File: src/rtl/pipe_ctrl_pkg.sv
// pipe_ctrl_pkg
//   Shared definitions for the pipeline hazard controller.
//   - stage_e      : stage indices. The stall mask bit k belongs to stage k.
//   - DEF_*        : default geometry used by pipe_ctrl.
//   - cnt_width()  : number of bits needed to hold a value 0..max_val (minimum 1).
package pipe_ctrl_pkg;

    typedef enum int {
        STAGE_PC  = 0,
        STAGE_IF  = 1,
        STAGE_ID  = 2,
        STAGE_EX  = 3,
        STAGE_MEM = 4,
        STAGE_WB  = 5
    } stage_e;

    localparam int          DEF_NUM_STAGES  = 6;
    localparam int          DEF_FLUSH_STAGE = int'(STAGE_EX);
    localparam int          DEF_ADDR_W      = 32;
    localparam int unsigned DEF_TIMEOUT     = 1023;
    localparam int          DEF_CNT_W       = 32;

    // Smallest width that can represent max_val. It never returns 0, so a
    // disabled watchdog (max_val = 0) still gets a legal 1-bit counter.
    function automatic int cnt_width(input longint unsigned max_val);
        int w;
        w = 1;
        while ((w < 63) && ((64'd1 << w) <= max_val)) begin
            w++;
        end
        return w;
    endfunction

endpackage

File: src/rtl/sat_counter.sv
// sat_counter
//   Up-counter that stops at MAX instead of wrapping.
//   Ports:
//     clk  : rising-edge clock
//     rst  : synchronous active-high reset, clears q
//     inc  : count up by one at the next edge (ignored once q == MAX)
//     clr  : clear q at the next edge; takes priority over inc
//     q    : current count
module sat_counter
    import pipe_ctrl_pkg::*;
#(
    parameter int              WIDTH = 8,
    parameter logic [WIDTH-1:0] MAX  = '1
) (
    input  logic             clk,
    input  logic             rst,
    input  logic             inc,
    input  logic             clr,
    output logic [WIDTH-1:0] q
);

    always_ff @(posedge clk) begin
        if (rst) begin
            q <= '0;
        end else if (clr) begin
            q <= '0;
        end else if (inc && (q != MAX)) begin
            q <= q + WIDTH'(1);
        end
    end

endmodule

File: src/rtl/pipe_ctrl.sv
// pipe_ctrl
//   Pipeline stall / flush controller.
//
//   Every stage k >= 1 may request a stall. The highest requesting stage k
//   freezes itself and every stage in front of it, so stall = ones in [k:0].
//   FLUSH_STAGE may request a flush/redirect. The flush kills the stages in
//   front of it, so stall requests at or below FLUSH_STAGE are dropped while
//   it is in effect. A stall from a stage behind FLUSH_STAGE (hi_stall)
//   freezes the flushing stage itself; its flush is then parked in a
//   one-entry pending slot and issued on the first cycle the back end frees up.
//
//   A saturating counter totals all stalled cycles. A second one counts
//   consecutive stalled cycles and trips a sticky watchdog flag when it
//   reaches TIMEOUT (TIMEOUT = 0 disables the watchdog).
//
//   Ports:
//     clk           : rising-edge clock
//     rst           : synchronous active-high reset
//     stallreq      : [NUM_STAGES-1:1] stall request per stage
//     flush_req     : flush/redirect request from FLUSH_STAGE
//     flush_pc      : redirect target, valid with flush_req
//     stall         : [NUM_STAGES-1:0] per-stage hold mask (combinational)
//     flush         : kill stages 0..FLUSH_STAGE-1 and redirect the PC (combinational)
//     new_pc        : redirect target while flush = 1, else 0
//     stall_timeout : sticky watchdog flag
//     stall_cycles  : number of cycles with stall != 0 (saturating)
module pipe_ctrl
    import pipe_ctrl_pkg::*;
#(
    parameter int          NUM_STAGES  = DEF_NUM_STAGES,
    parameter int          FLUSH_STAGE = DEF_FLUSH_STAGE,
    parameter int          ADDR_W      = DEF_ADDR_W,
    parameter int unsigned TIMEOUT     = DEF_TIMEOUT,
    parameter int          CNT_W       = DEF_CNT_W
) (
    input  logic                  clk,
    input  logic                  rst,
    input  logic [NUM_STAGES-1:1] stallreq,
    input  logic                  flush_req,
    input  logic [ADDR_W-1:0]     flush_pc,
    output logic [NUM_STAGES-1:0] stall,
    output logic                  flush,
    output logic [ADDR_W-1:0]     new_pc,
    output logic                  stall_timeout,
    output logic [CNT_W-1:0]      stall_cycles
);

    localparam int TO_W = cnt_width(longint'(TIMEOUT));

    // Flush parked behind a back-end stall, and where it redirects to.
    logic              pend;
    logic [ADDR_W-1:0] pend_pc;

    // Sticky watchdog flag. It has to outlive the consecutive-stall count,
    // which clears on the first free cycle.
    logic timeout_flag;

    logic                  hi_stall;
    logic                  flush_eff;
    logic [NUM_STAGES-1:0] req_eff;
    logic [NUM_STAGES-1:0] stall_mask;
    logic                  stall_any;
    logic                  timeout_hit;
    logic [CNT_W-1:0]      total_q;
    logic [TO_W-1:0]       consec_q;

    // Stages behind the flushing stage hold it in place, which blocks the flush.
    always_comb begin
        hi_stall = 1'b0;
        for (int j = FLUSH_STAGE + 1; j < NUM_STAGES; j++) begin
            hi_stall = hi_stall | stallreq[j];
        end
    end

    assign flush_eff = (flush_req | pend) & ~hi_stall & ~rst;

    // Stage 0 never requests a stall. A live flush drops the requests from
    // the stages it is about to kill (and from the flushing stage itself).
    always_comb begin
        req_eff = {stallreq, 1'b0};
        if (flush_eff) begin
            for (int j = 0; j <= FLUSH_STAGE; j++) begin
                req_eff[j] = 1'b0;
            end
        end
    end

    // Thermometer mask: each bit is set if its own stage or any later stage
    // requests a stall.
    always_comb begin
        logic seen;
        seen       = 1'b0;
        stall_mask = '0;
        for (int i = NUM_STAGES - 1; i >= 0; i--) begin
            seen          = seen | req_eff[i];
            stall_mask[i] = seen;
        end
    end

    assign stall     = rst ? '0 : stall_mask;
    assign stall_any = |stall;
    assign flush     = flush_eff;

    always_comb begin
        new_pc = '0;
        if (flush_eff) begin
            new_pc = flush_req ? flush_pc : pend_pc;
        end
    end

    // A blocked flush is parked, and a newer blocked one replaces the parked
    // target. A flush that actually issues empties the slot.
    always_ff @(posedge clk) begin
        if (rst) begin
            pend    <= 1'b0;
            pend_pc <= '0;
        end else if (flush_req && hi_stall) begin
            pend    <= 1'b1;
            pend_pc <= flush_pc;
        end else if (flush_eff) begin
            pend    <= 1'b0;
        end
    end

    sat_counter #(
        .WIDTH (CNT_W),
        .MAX   ({CNT_W{1'b1}})
    ) u_total_cnt (
        .clk   (clk),
        .rst   (rst),
        .inc   (stall_any),
        .clr   (1'b0),
        .q     (total_q)
    );

    sat_counter #(
        .WIDTH (TO_W),
        .MAX   (TO_W'(TIMEOUT))
    ) u_consec_cnt (
        .clk   (clk),
        .rst   (rst),
        .inc   (stall_any),
        .clr   (~stall_any),
        .q     (consec_q)
    );

    // The flag is set on the same edge that the consecutive count reaches
    // TIMEOUT, so compare against TIMEOUT-1 while still stalling.
    assign timeout_hit = (TIMEOUT != 0) && stall_any
                         && (consec_q == TO_W'(TIMEOUT - 1));

    always_ff @(posedge clk) begin
        if (rst) begin
            timeout_flag <= 1'b0;
        end else if (timeout_hit) begin
            timeout_flag <= 1'b1;
        end
    end

    assign stall_timeout = timeout_flag & ~rst;
    assign stall_cycles  = rst ? '0 : total_q;

endmodule

File: config.mk
export PLATFORM = sky130hd
export DESIGN_NAME = pipe_ctrl
export DESIGN_NICKNAME = d
export VERILOG_FILES = /design/src/rtl/pipe_ctrl_pkg.sv /design/src/rtl/sat_counter.sv /design/src/rtl/pipe_ctrl.sv
export SDC_FILE = /design/constraint.sdc
export NUM_CORES = 1
export LEC_CHECK = 0
export CORE_MARGIN = 4
export CORE_UTILIZATION = 40
export DETAILED_ROUTE_END_ITERATION = 6
export GPL_TIMING_DRIVEN = 0
export PLACE_DENSITY_LB_ADDON = 0.12
export SLEW_MARGIN = 40
export SYNTH_ARGS = -nofsm -noshare
export SYNTH_HDL_FRONTEND = slang
export SYNTH_HIERARCHICAL = 1
export SYNTH_SLANG_ARGS = --single-unit
File: constraint.sdc
create_clock -name clk -period 2.7 [get_ports clk]
set_input_delay 0.27 -clock clk [delete_from_list [all_inputs] [get_ports clk]]
set_output_delay 0.27 -clock clk [all_outputs]
set_load 0.005 [all_outputs]
==> flow_metrics.env, run 1 <==
export IMPL_cts_tree="done"
export IMPL_pin_count=112
export IMPL_post_cts_buffers=0
export IMPL_worst_path_max_fanout=4
export IMPL_syn_cell_area_sq_um=4150
export IMPL_syn_area_per_cell_sq_um=7.81
export IMPL_outcome="complete, no violations"
export IMPL_holdWs_ps=375
export IMPL_dp_hpwl_um=8310
export IMPL_crit_type="primary input to output port"
export IMPL_holdPathStages=3
export IMPL_ir_drop_v=0.000265
export IMPL_clockBufferDepth=2
export IMPL_drv_slew=0
export IMPL_grt_first_pass_wirelength_um=18400
export IMPL_drv_cap=0
export IMPL_synth_edff_count=0
export IMPL_max_freq_mhz=411
export IMPL_regArea_sq_um=1520
export IMPL_power_mw=2.18
export IMPL_clock_skew_ps=10.6
export IMPL_r2r_start="pend$_SDFFE_PP0P_"
export IMPL_drc=0
export IMPL_yosysWarnings=6
export IMPL_core_area_sq_um=9950
export IMPL_synth_ff_type="dfxtp_1"
export IMPL_finalSetupViolCount=0
export IMPL_drive_gt1_share_pct=6.54
export IMPL_r2r_cells=8
export IMPL_cp_start_kind="primary input"
export IMPL_clock_sinks=76
export IMPL_hold_viol=0
export IMPL_ant_nets=0
export IMPL_numCtsBuffers=9
export IMPL_die_h_um=110
export IMPL_worst_pin_slew_ps=718
export IMPL_grt_max_degree=12
export IMPL_nFillCells=936
export IMPL_worstPathArrival_ps=2170
export IMPL_fp_dieW_um=110
export IMPL_hp_start="stallreq[5]"
export IMPL_syn_inst=531
export IMPL_place_congestion=0.835
export IMPL_routed_wl_um=11200
export IMPL_final_util_pct=56.1
export IMPL_period_share_pct=90.2
export IMPL_seq_area_frac_synth_pct=36.7
export IMPL_power_density_nw_per_um2=390
export IMPL_period_minus_slack_ps=2440
export IMPL_track_usage_pct=19.0
export IMPL_start_util_pct=41.7
export IMPL_grt_overflow_total=0
export IMPL_final_cell_mix="clkdlybuf4s50_1, nand2_1, dfxtp_1, nor2_1, a21oi_1"
export IMPL_multi_input_area_sq_um=2420
export IMPL_post_drt_wl_per_cell_um=14.2
export IMPL_hold_class="primary input to register"
export IMPL_clk_pin_slew_ps=70
export IMPL_vias_per_cell=5.19
export IMPL_grt_pass1_vias=3942
export IMPL_dieArea_sq_um=12100
export IMPL_root_buffer="clkbuf_8"
export IMPL_fp_row_count=36
export IMPL_htree_levels=3
export IMPL_antenna_found_initial=0
export IMPL_port_buffers=110
export IMPL_reg2reg_slack_ps=270
export IMPL_synth_seq_cells=76
export IMPL_async_flop_share_pct=0
export IMPL_rsz0062_at_grt="no"
export IMPL_area_growth_pct=34.6
export IMPL_cp_data_required_time_ps=2430
export IMPL_worstSkewPairLatency_ps=350
export IMPL_fin_tns_setup_ps=0
export IMPL_max_slew_margin_pct=51.8
export IMPL_power_leakage_nw=1.98
export IMPL_whs_endpoint="pend$_SDFFE_PP0P_"
export IMPL_vias=4098
export IMPL_r2r_end="u_total_cnt/q[26]$_SDFFE_PP0P_"
export IMPL_final_common_cell="clkdlybuf4s50_1"
export IMPL_end_kind="output port"
export IMPL_diodes=0
export IMPL_drt_iter0_markers=224
export IMPL_layout_nets=695
export IMPL_ys_types=56
export IMPL_dr_pass1_iters=5
## cell families (layout without fill, tap and decap cells)
group	count (synthesis)	count (layout)	share of synthesized area [%]
buffers and inverters	45	170	5.07
flip-flops	76	76	36.7
AO/OA/AOI/OAI	98	98	14.5
AND/OR/NAND/NOR	262	262	32.0
multiplexers	36	36	8.69
other	1	2	0.0904
adder cells (fa/ha/maj)	2	2	0.603
XOR/XNOR	11	11	2.32
## registers in the layout (all words and copies together), names as in the netlist
| register | cells |
|---|---|
| pend_pc | 32 |
| pend | 1 |
| u_consec_cnt/q | 10 |
| u_total_cnt/q | 32 |
| timeout_flag | 1 |
## synthesized netlist by cell type, drive strengths merged (4+ instances only)
master	instances	area [sq um]
a21oi	48	240
a31oi	5	31.3
and4	4	38.8
buf	16	101
clkbuf	16	60.1
dfxtp	76	1520
inv	13	48.8
mux2i	36	360
nand2	87	327
nand3	16	80.1
nand4	13	118
nor2	62	235
nor2b	33	206
nor3	7	35.0
nor4	6	43.8
o21a	4	30.0
o21ai	19	95.1
or3	18	119
or4	7	60.1
xnor2	7	61.3
xor2	4	35.0
## where the power goes
group          total, mW  internal [mW]  leakage (nW)  switching (mW)
clock network      0.725          0.325        0.0800           0.400
registers           1.17           1.15         0.618          0.0155
logic              0.285          0.141          1.28           0.145
## metal layers
layer / global-route usage (%) / wire [um]
met3: 3.76 / 707
met2: 31.2 / 5160
met4: 6.77 / 190
met1: 24.8 / 5150
met5: 0 / 0
## worst max-delay path by stage
stage               depth (start not counted)                        endpoint              start
CTS                                         5                        stall[4]                rst
floorplan                                   9  u_total_cnt/q[26]$_SDFFE_PP0P_          flush_req
detailed placement                          9  u_total_cnt/q[26]$_SDFFE_PP0P_                rst
global route                                8  u_total_cnt/q[30]$_SDFFE_PP0P_  pend$_SDFFE_PP0P_
global placement                            9  u_total_cnt/q[26]$_SDFFE_PP0P_                rst
finish                                      6                        stall[1]        stallreq[3]
## stage by stage
| step | instance area [sq um] | std cells | setup slack (ps) |
|---|---|---|---|
| after detailed placement | 5420 | 775 | -472 |
| after global placement | 5420 | 775 | -472 |
| after global routing | 5580 | 790 | 98.3 |
| final | 5580 | 790 | 264 |
| after floorplan | 4150 | 532 | 205 |
| after CTS | 5570 | 790 | 2.24 |
## cell type report
| cell class | instances | area share (%) |
|---|---|---|
| Clock buffer | 12 | 2.42 |
| Sequential cell | 76 | 27.3 |
| Tap cell | 133 | 2.98 |
| Timing Repair Buffer | 110 | 19.9 |
| Inverter | 13 | 0.919 |
| Multi-Input combinational cell | 411 | 43.4 |
| Buffer | 32 | 2.89 |
| Clock inverter | 3 | 0.269 |
## what timing repair did
action | 4_1_cts | 5_1_grt
hold buffers | 0 | 0
resized for setup | 1 | 5
pin swaps | 0 | 0
endpoints found under the setup margin | 2 | 23
## worst max-delay path, cell delays in order
cell             delay (ps)
clkdlybuf4s50_1         410
or4_1                   520
o221ai_2                300
inv_1                    90
buf_4                   140
clkdlybuf4s50_1         430
(Power assumes the default switching activity.)
==> inputs of run 2 (changes only) <==
- CTS_BUF_LIST: not set -> sky130_fd_sc_hd__clkbuf_2 sky130_fd_sc_hd__clkbuf_4 sky130_fd_sc_hd__clkbuf_8
==> flow_metrics.env, run 2 (synthesis gave the netlist of run 1 again) <==
export IMPL_outcome="complete, no violations"
export IMPL_ant_nets=0
export IMPL_vias=4097
export IMPL_numCtsBuffers=9
export IMPL_drt_iter0_markers=226
export IMPL_worst_path_max_fanout=4
export IMPL_layout_nets=695
export IMPL_max_slew_margin_pct=51.0
export IMPL_dp_slack_ps=-472
export IMPL_root_buffer="clkbuf_8"
export IMPL_area_growth_pct=34.8
export IMPL_drv_slew=0
export IMPL_pin_count=112
export IMPL_worst_pin_slew_ps=729
export IMPL_power_leakage_nw=1.99
export IMPL_die_h_um=110
export IMPL_post_drt_wl_per_cell_um=14.2
export IMPL_fp_dieW_um=110
export IMPL_dp_hpwl_um=8310
export IMPL_hold_class="primary input to register"
export IMPL_start_util_pct=41.7
export IMPL_max_freq_mhz=409
export IMPL_finalSetupViolCount=0
export IMPL_stdcell_area_sq_um=5590
export IMPL_power_density_nw_per_um2=393
export IMPL_rsz0062_at_grt="no"
export IMPL_worstSkewPairLatency_ps=350
export IMPL_postCtsHoldBufs=0
export IMPL_htree_levels=3
export IMPL_cp_data_required_time_ps=2430
export IMPL_routed_wl_um=11200
export IMPL_ir_drop_v=0.000261
export IMPL_clk_pin_slew_ps=70
export IMPL_final_util_pct=56.2
export IMPL_cp_start_kind="primary input"
export IMPL_placed_cell_area_sq_um=5420
export IMPL_cts_tree="done"
export IMPL_clockBufferDepth=2
export IMPL_dieArea_sq_um=12100
export IMPL_final_common_cell="clkdlybuf4s50_1"
export IMPL_clock_skew_ps=8.66
export IMPL_vias_per_cell=5.19
export IMPL_track_usage_pct=19.0
export IMPL_post_cts_buffers=0
export IMPL_top_regs="pend_pc x32, u_total_cnt/q x32, u_consec_cnt/q x10"
export IMPL_hold_viol=0
export IMPL_grt_pass1_vias=3945
export IMPL_fin_cells=790
export IMPL_holdWs_ps=380
export IMPL_drive_gt1_share_pct=7.00
export IMPL_period_minus_slack_ps=2440
export IMPL_grt_first_pass_wirelength_um=18400
export IMPL_diodes=0
export IMPL_grt_overflow_total=0
export IMPL_grt_max_degree=12
export IMPL_drv_cap=0
export IMPL_finalWorstSetupSlack_ps=257
export IMPL_final_cell_mix="clkdlybuf4s50_1, nand2_1, dfxtp_1, nor2_1, a21oi_1"
export IMPL_dr_pass1_iters=5
export IMPL_place_congestion=0.835
export IMPL_core_area_sq_um=9950
export IMPL_period_share_pct=90.5
export IMPL_worstPathArrival_ps=2170
export IMPL_place_inst=775
export IMPL_clock_sinks=76
export IMPL_antenna_found_initial=0
export IMPL_drc=0
export IMPL_crit_type="primary input to output port"
export IMPL_end_kind="output port"
export IMPL_port_buffers=110
export IMPL_fp_row_count=36
-- run 2: metrics by stage --
step	total power, mW	TNS (ps)
CTS	2.23	0
global route	2.31	0
global placement	1.47	-4270
finish	2.20	0
floorplan	1.34	0
detailed placement	1.48	-3910
-- run 2: repair_timing --
action                                  4_1_cts  5_1_grt
endpoints found under the setup margin        2       23
resized for setup                             1        5
pin swaps                                     0        0
-- run 2: worst max-delay path, stage by stage --
cell and delay, ps:
clkdlybuf4s50_1 410, or4_1 520, o221ai_2 310, inv_1 100
buf_4 140, clkdlybuf4s50_1 430
-- run 2: layout make-up --
| type | count | area, sq um |
|---|---|---|
| fill | 932 | 4360 |
| multi-input combinational | 411 | 2420 |
| sequential | 76 | 1520 |
| timing repair buffer | 110 | 1110 |
| tap | 133 | 166 |
| buffer | 32 | 161 |
| clock buffer | 12 | 146 |
| inverter | 13 | 51.3 |
| clock inverter | 3 | 15.0 |
-- run 2: layer usage --
metal	global-route usage (%)	vias up	share of wire (%)
met2	31.2	113	46
met5	0	-	0
met4	6.77	0	1.8
li1	-	2090	-
met1	24.8	1879	47
met3	3.58	15	5.6
-- run 2: path summary, 6_finish.rpt --
check,from,to,slack [ps],cells after the start
worst min-delay path,stallreq[5],pend$_SDFFE_PP0P_,380,3
worst min register to register,pend_pc[27]$_SDFFE_PP0P_,pend_pc[27]$_SDFFE_PP0P_,460,2
worst max register to register,pend$_SDFFE_PP0P_,u_total_cnt/q[26]$_SDFFE_PP0P_,260,8
worst max-delay path,stallreq[3],stall[1],260,6
-- run 2: power breakdown --
group          switching (mW)  total [mW]  internal [mW]
Sequential             0.0156        1.17           1.15
Combinational           0.145       0.286          0.141
Clock                   0.394       0.749          0.355
Total                   0.555        2.20           1.65
